<file path="src/rtl/if_id_fetch_stage.sv">
// Fetch stage and IF/ID pipeline register: owns the PC, drives the instruction-memory
// address, latches fetched words into IF/ID and holds redirects that arrive during a stall.
module if_id_fetch_stage #(
    parameter logic [15:0] RESET_PC  = 16'h0000,
    parameter logic [15:0] NOP_INSTR = 16'h0000
) (
    input  logic        clk,
    input  logic        rst,
    input  logic        IF_ID_sync_nop,
    input  logic        stall,
    input  logic        redirect_valid,
    input  logic [15:0] redirect_pc,
    input  logic [15:0] imem_data,
    output logic [15:0] imem_addr,
    output logic [15:0] IF_ID_instr,
    output logic [15:0] IF_ID_pc_plus1,
    output logic        IF_ID_valid,
    output logic [15:0] flush_count
);

    logic [15:0] pc;
    logic [15:0] pc_plus1;
    logic        pend_valid;
    logic [15:0] pend_pc;

    assign pc_plus1  = pc + 16'd1;
    assign imem_addr = pc;

    // NOTE: sequential state uses non-blocking assignments so every register samples
    // the pre-edge values of the others, independent of statement order.
    always_ff @(posedge clk or posedge rst) begin
        if (rst) begin
            pc         <= RESET_PC;
            pend_valid <= 1'b0;
            pend_pc    <= 16'h0000;
        end else if (redirect_valid && !stall) begin
            // A fresh redirect supersedes any target still waiting from a stall.
            pc         <= redirect_pc;
            pend_valid <= 1'b0;
        end else if (pend_valid && !stall) begin
            pc         <= pend_pc;
            pend_valid <= 1'b0;
        end else if (stall) begin
            if (redirect_valid) begin
                pend_valid <= 1'b1;
                pend_pc    <= redirect_pc;
            end
        end else begin
            pc <= pc_plus1;
        end
    end

    // Flush beats stall: a killed slot must become a NOP even while the pipe is frozen.
    always_ff @(posedge clk or posedge rst) begin
        if (rst) begin
            IF_ID_instr    <= NOP_INSTR;
            IF_ID_pc_plus1 <= 16'h0000;
            IF_ID_valid    <= 1'b0;
        end else if (IF_ID_sync_nop) begin
            IF_ID_instr    <= NOP_INSTR;
            IF_ID_pc_plus1 <= 16'h0000;
            IF_ID_valid    <= 1'b0;
        end else if (!stall) begin
            IF_ID_instr    <= imem_data;
            IF_ID_pc_plus1 <= pc_plus1;
            IF_ID_valid    <= 1'b1;
        end
    end

    always_ff @(posedge clk or posedge rst) begin
        if (rst) begin
            flush_count <= 16'h0000;
        end else if (IF_ID_sync_nop && (flush_count != 16'hFFFF)) begin
            flush_count <= flush_count + 16'd1;
        end
    end

endmodule

</file>
<file path="config.mk">
export PLATFORM = sky130hd
export DESIGN_NAME = if_id_fetch_stage
export DESIGN_NICKNAME = d
export VERILOG_FILES = /design/src/rtl/if_id_fetch_stage.sv
export SDC_FILE = /design/constraint.sdc
export NUM_CORES = 1
export LEC_CHECK = 0
export CAP_MARGIN = 20
export CELL_PAD_IN_SITES_DETAIL_PLACEMENT = 1
export CELL_PAD_IN_SITES_GLOBAL_PLACEMENT = 1
export CORE_MARGIN = 1.5
export CORE_UTILIZATION = 41
export CTS_CLUSTER_DIAMETER = 80
export DETAILED_ROUTE_END_ITERATION = 8
export GPL_ROUTABILITY_DRIVEN = 0
export PLACE_DENSITY = 0.85
export SLEW_MARGIN = 20
export SYNTH_ARGS = -nofsm -noshare
export SYNTH_HDL_FRONTEND = slang
export SYNTH_SLANG_ARGS = --single-unit
</file>
<file path="constraint.sdc">
create_clock -name clk -period 5.1 [get_ports clk]
set_clock_uncertainty 0.2 [all_clocks]
set_input_delay 0.765 -clock clk [delete_from_list [all_inputs] [get_ports clk]]
set_output_delay 0.765 -clock clk [all_outputs]
set_load 0.03 [all_outputs]
</file>
==> impl_metrics.py <==
metrics = {
    "setup_path": {
        "reg2reg_to": "imem_addr[10]",
        "worst-r2r-setup-slack_ns": 2.92,
        "worst-endpoint-required_ns": 5.20,
        "critical_path.startpoint_type": "primary input",
        "worstPathCellList": "clkdlybuf4s50_1, nor2_1, o21a_1, or4b_1, nand3b_1",
        "worst_path_max_delay_cell": "sky130_fd_sc_hd__nor2_1",
        "worst-path-buf-inv": 1,
        "cp_top_family": "simple AND/OR/NAND/NOR gates",
        "startpoint": "redirect_valid",
        "arrival_ns": 3.17,
        "critical-path-max-stage-delay_ns": 0.88,
        "r2r_start": "imem_addr[0]",
        "critical_path_cell_count": 5,
        "critical_path.endpoint_type": "flop",
        "number_of_cell_instances_on_the_worst_register_to_register_path": 5,
        "crit_fanout": 16,
        "critical_path_class": "primary input to flop",
        "endpoint": "imem_addr[15]",
    },
    "die": {
        "boundaryPins": 102,
        "core.rowCount": 35,
        "start_util_pct": 42.8,
        "floorplan.core_area_um2": 9330,
        "die-width_um": 102,
        "floorplan.die.height_um": 102,
        "die-area_um2": 10300,
    },
    "final_layout": {
        "final_cell_area_um2": 5310,
        "seq_area_um2": 2050,
        "layout_stage_area_growth_over_the_synthesis_result_pct": 33.1,
        "antenna-diode-count": 0,
        "total_nets_final": 512,
        "final.fill_count": 1046,
        "multi_input_comb_area_um2": 1790,
        "proportion_of_layout_cells_with_a_drive_suffix_above_1_pct": 9.21,
    },
    "pwr": {
        "p_comb_share_pct": 28.2,
        "cellLeakagePower_nw": 2.18,
        "switching_share_pct": 34.3,
        "p_sw_mw": 0.661,
        "share_of_power_burned_in_registers_pct": 43.8,
        "clock_power_share_pct": 28.0,
        "ir_worst_vdd_v": 0.000186,
        "p_int_mw": 1.27,
        "pwr_density_cell_nw_per_um2": 363,
    },
    "synthesis": {
        "synth_enable_flop_cells": 0,
        "syn-mean-instance-area_um2": 10.5,
        "synth-main-ff-cell": "sky130_fd_sc_hd__dfrtp_1",
        "yosysSeqAreaShare_pct": 51.4,
        "netlist.area_leader.share_pct": 51.4,
        "synth.ff_latch_count": 82,
        "asyncSetResetFlopFracSynth_pct": 100,
        "syn-cell-area_um2": 3990,
        "ys_top_cells_by_count": "sky130_fd_sc_hd__dfrtp_1 (82), sky130_fd_sc_hd__nor2_1 (42), sky130_fd_sc_hd__nand2_1 (22)",
        "mappedNetlistNets": 418,
        "netlist_instances": 379,
        "netlist.top_cell.by_area": "sky130_fd_sc_hd__dfrtp_1",
        "top_cells_by_area_synth": "sky130_fd_sc_hd__dfrtp_1 (51%), sky130_fd_sc_hd__mux2_2 (5.1%), sky130_fd_sc_hd__mux2i_1 (4.8%)",
        "synth_most_common_cell": "sky130_fd_sc_hd__dfrtp_1",
        "synthDistinctLibCells": 51,
        "synth.yosys.warnings": 0,
    },
    "placement": {
        "place.port_buffers": 101,
        "place_hpwl_um": 8030,
        "detailed_place.area_um2": 5080,
    },
    "clock_network": {
        "clk_pin_slew_worst_paths_ns": 0.09,
        "clkLatencyLatePin_ns": 0.36,
        "cts_post_setup_buffers_inserted": 0,
        "root_buffer_selected_by_cts": "sky130_fd_sc_hd__clkbuf_8",
        "clk_path_buf_depth": 2,
        "numClockSinks": 82,
        "cts-buffers-inserted": 9,
        "hold_bufs_at_cts": 0,
        "tritoncts": "done",
        "cts_repair_resize_count": 0,
        "htree_levels": 3,
    },
    "timing": {
        "layout_min_cycle_time_ns": 3.08,
        "timing.final.setup_violations": 0,
        "setup_tns_ns": 0,
        "max_freq_ghz": 0.325,
        "setup_repair_after_global_routing_missed_its_margin": "no",
        "worst_margin_slew_ns": 0.952,
        "final.period_utilization_pct": 60.3,
        "hold_viol_final": 0,
        "finalMaxSlewViolations": 0,
        "slew_headroom_pct": 36.3,
    },
    "global_routing": {
        "grt-ovfl-total": 0,
        "largest_net_degree_at_the_start_of_global_routing": 52,
        "antenna_violations_before_repair": 0,
        "global_route_wire_length_before_repair_um": 17800,
        "grt_usage_pct": 22.5,
        "first_global_vias": 3513,
    },
    "drt": {
        "drt_wl_total_um": 11100,
        "detail_route.first_pass.iterations": 5,
        "wirelength_met1_um": 4870,
        "max_used_layer": "met4",
        "antenna_violating_nets_post_route": 0,
        "wire_per_inst_um": 18.3,
        "drc": 0,
        "via_per_inst": 5.55,
        "routed-wl-met2_um": 5560,
        "num_vias": 3371,
        "drt_iter0_markers": 174,
        "detailroute.wirelength.met3_um": 431,
    },
    "run": {
        "cap_violations": 0,
    },
    "worst_hold_path": {
        "worstHoldPathType": "flop to flop",
    },
    "outcome": {
        "outcome": "complete, no violations",
    },
}
-- metal layers --
metal	GRT usage, %	vias to the layer above
met3	3.59	17
met5	0	-
met1	29.1	1709
met4	8.97	0
met2	37.8	87
li1	-	1558
-- stage by stage --
| step | hold WS (ns) | total power, mW | util [%] | instances | setup slack (ns) |
|---|---|---|---|---|---|
| after floorplan | 0.271 | 1.16 | - | 379 | 2.03 |
| after global placement | 0.288 | 1.38 | 54.5 | 591 | 1.74 |
| after detailed placement | 0.299 | 1.40 | 54.5 | 591 | 1.71 |
| after CTS | 0.320 | 1.94 | 56.9 | 607 | 2.06 |
| after global routing | 0.344 | 2.01 | 56.9 | 607 | 1.83 |
| final | 0.317 | 1.93 | 56.9 | 607 | 2.02 |
-- logic make-up after synthesis --
family                     Yosys count  share of synthesized area, %
AOI/OAI and AO/OA                   79                          13.3
xor gates and xnor gates            23                          5.05
adders and majority gates            2                         0.627
buffers and inverters               33                          3.64
DFF                                 82                          51.4
muxes                               37                          9.85
and+or+nand+nor                    123                          16.1
-- area by class of cell --
| cell class | count | area share (%) |
|---|---|---|
| Multi-Input combinational cell | 264 | 33.8 |
| Sequential cell | 82 | 38.7 |
| Timing Repair Buffer | 104 | 19.4 |
| Inverter | 12 | 0.872 |
| Clock inverter | 6 | 1.70 |
| Clock buffer | 10 | 2.59 |
| Tap cell | 129 | 3.04 |
-- power groups by stage --
stage                     Combinational (mW)  Clock [mW]  Sequential, mW
after detailed placement               0.547           0           0.856
after CTS                              0.549       0.549           0.844
after global routing                   0.583       0.571           0.857
after global placement                 0.529           0           0.850
after floorplan                        0.199           0           0.958
final                                  0.543       0.540           0.845
-- registers in the layout, summed over array words and instances (netlist names) --
register        count
flush_count        16
IF_ID_instr        16
imem_addr          16
IF_ID_pc_plus1     16
IF_ID_valid         1
pend_pc            16
pend_valid          1
-- cells in the final DEF, fill, tap and decap left out, types with 3 or more instances in the layout --
| cell | netlist | final |
|---|---|---|
| sky130_fd_sc_hd__clkdlybuf4s50_1 | 0 | 100 |
| sky130_fd_sc_hd__dfrtp_1 | 82 | 82 |
| sky130_fd_sc_hd__nor2_1 | 42 | 42 |
| sky130_fd_sc_hd__nand2_1 | 22 | 22 |
| sky130_fd_sc_hd__o21ai_0 | 19 | 19 |
| sky130_fd_sc_hd__mux2i_1 | 19 | 19 |
| sky130_fd_sc_hd__mux2_2 | 18 | 18 |
| sky130_fd_sc_hd__xnor2_1 | 16 | 16 |
| sky130_fd_sc_hd__a21oi_1 | 14 | 14 |
| sky130_fd_sc_hd__nand4_1 | 13 | 13 |
| sky130_fd_sc_hd__nand3_1 | 13 | 13 |
| sky130_fd_sc_hd__inv_1 | 11 | 10 |
| sky130_fd_sc_hd__clkbuf_8 | 1 | 10 |
| sky130_fd_sc_hd__a211oi_1 | 8 | 8 |
| sky130_fd_sc_hd__xor2_1 | 7 | 7 |
| sky130_fd_sc_hd__a22oi_1 | 7 | 7 |
| sky130_fd_sc_hd__nand2b_1 | 5 | 5 |
| sky130_fd_sc_hd__and4_1 | 5 | 5 |
| sky130_fd_sc_hd__a31oi_1 | 5 | 5 |
| sky130_fd_sc_hd__clkinvlp_4 | 0 | 4 |
| sky130_fd_sc_hd__o211ai_1 | 3 | 3 |
| sky130_fd_sc_hd__and3_1 | 3 | 3 |
| sky130_fd_sc_hd__a22o_1 | 3 | 3 |
| sky130_fd_sc_hd__o22a_1 | 3 | 3 |
| sky130_fd_sc_hd__buf_4 | 0 | 3 |
-- how the worst min path moves through the flow --
stage | depth (start not counted) | end | startpoint
4_1_cts | 1 | pend_pc[3] | pend_pc[3]
2_1_floorplan | 2 | imem_addr[5] | pend_pc[5]
3_3_place_gp | 1 | pend_pc[12] | pend_pc[12]
6_report | 1 | pend_pc[4] | pend_pc[4]
5_1_grt | 1 | pend_pc[4] | pend_pc[4]
3_5_place_dp | 1 | pend_pc[8] | pend_pc[8]
(Power assumes the default switching activity.)
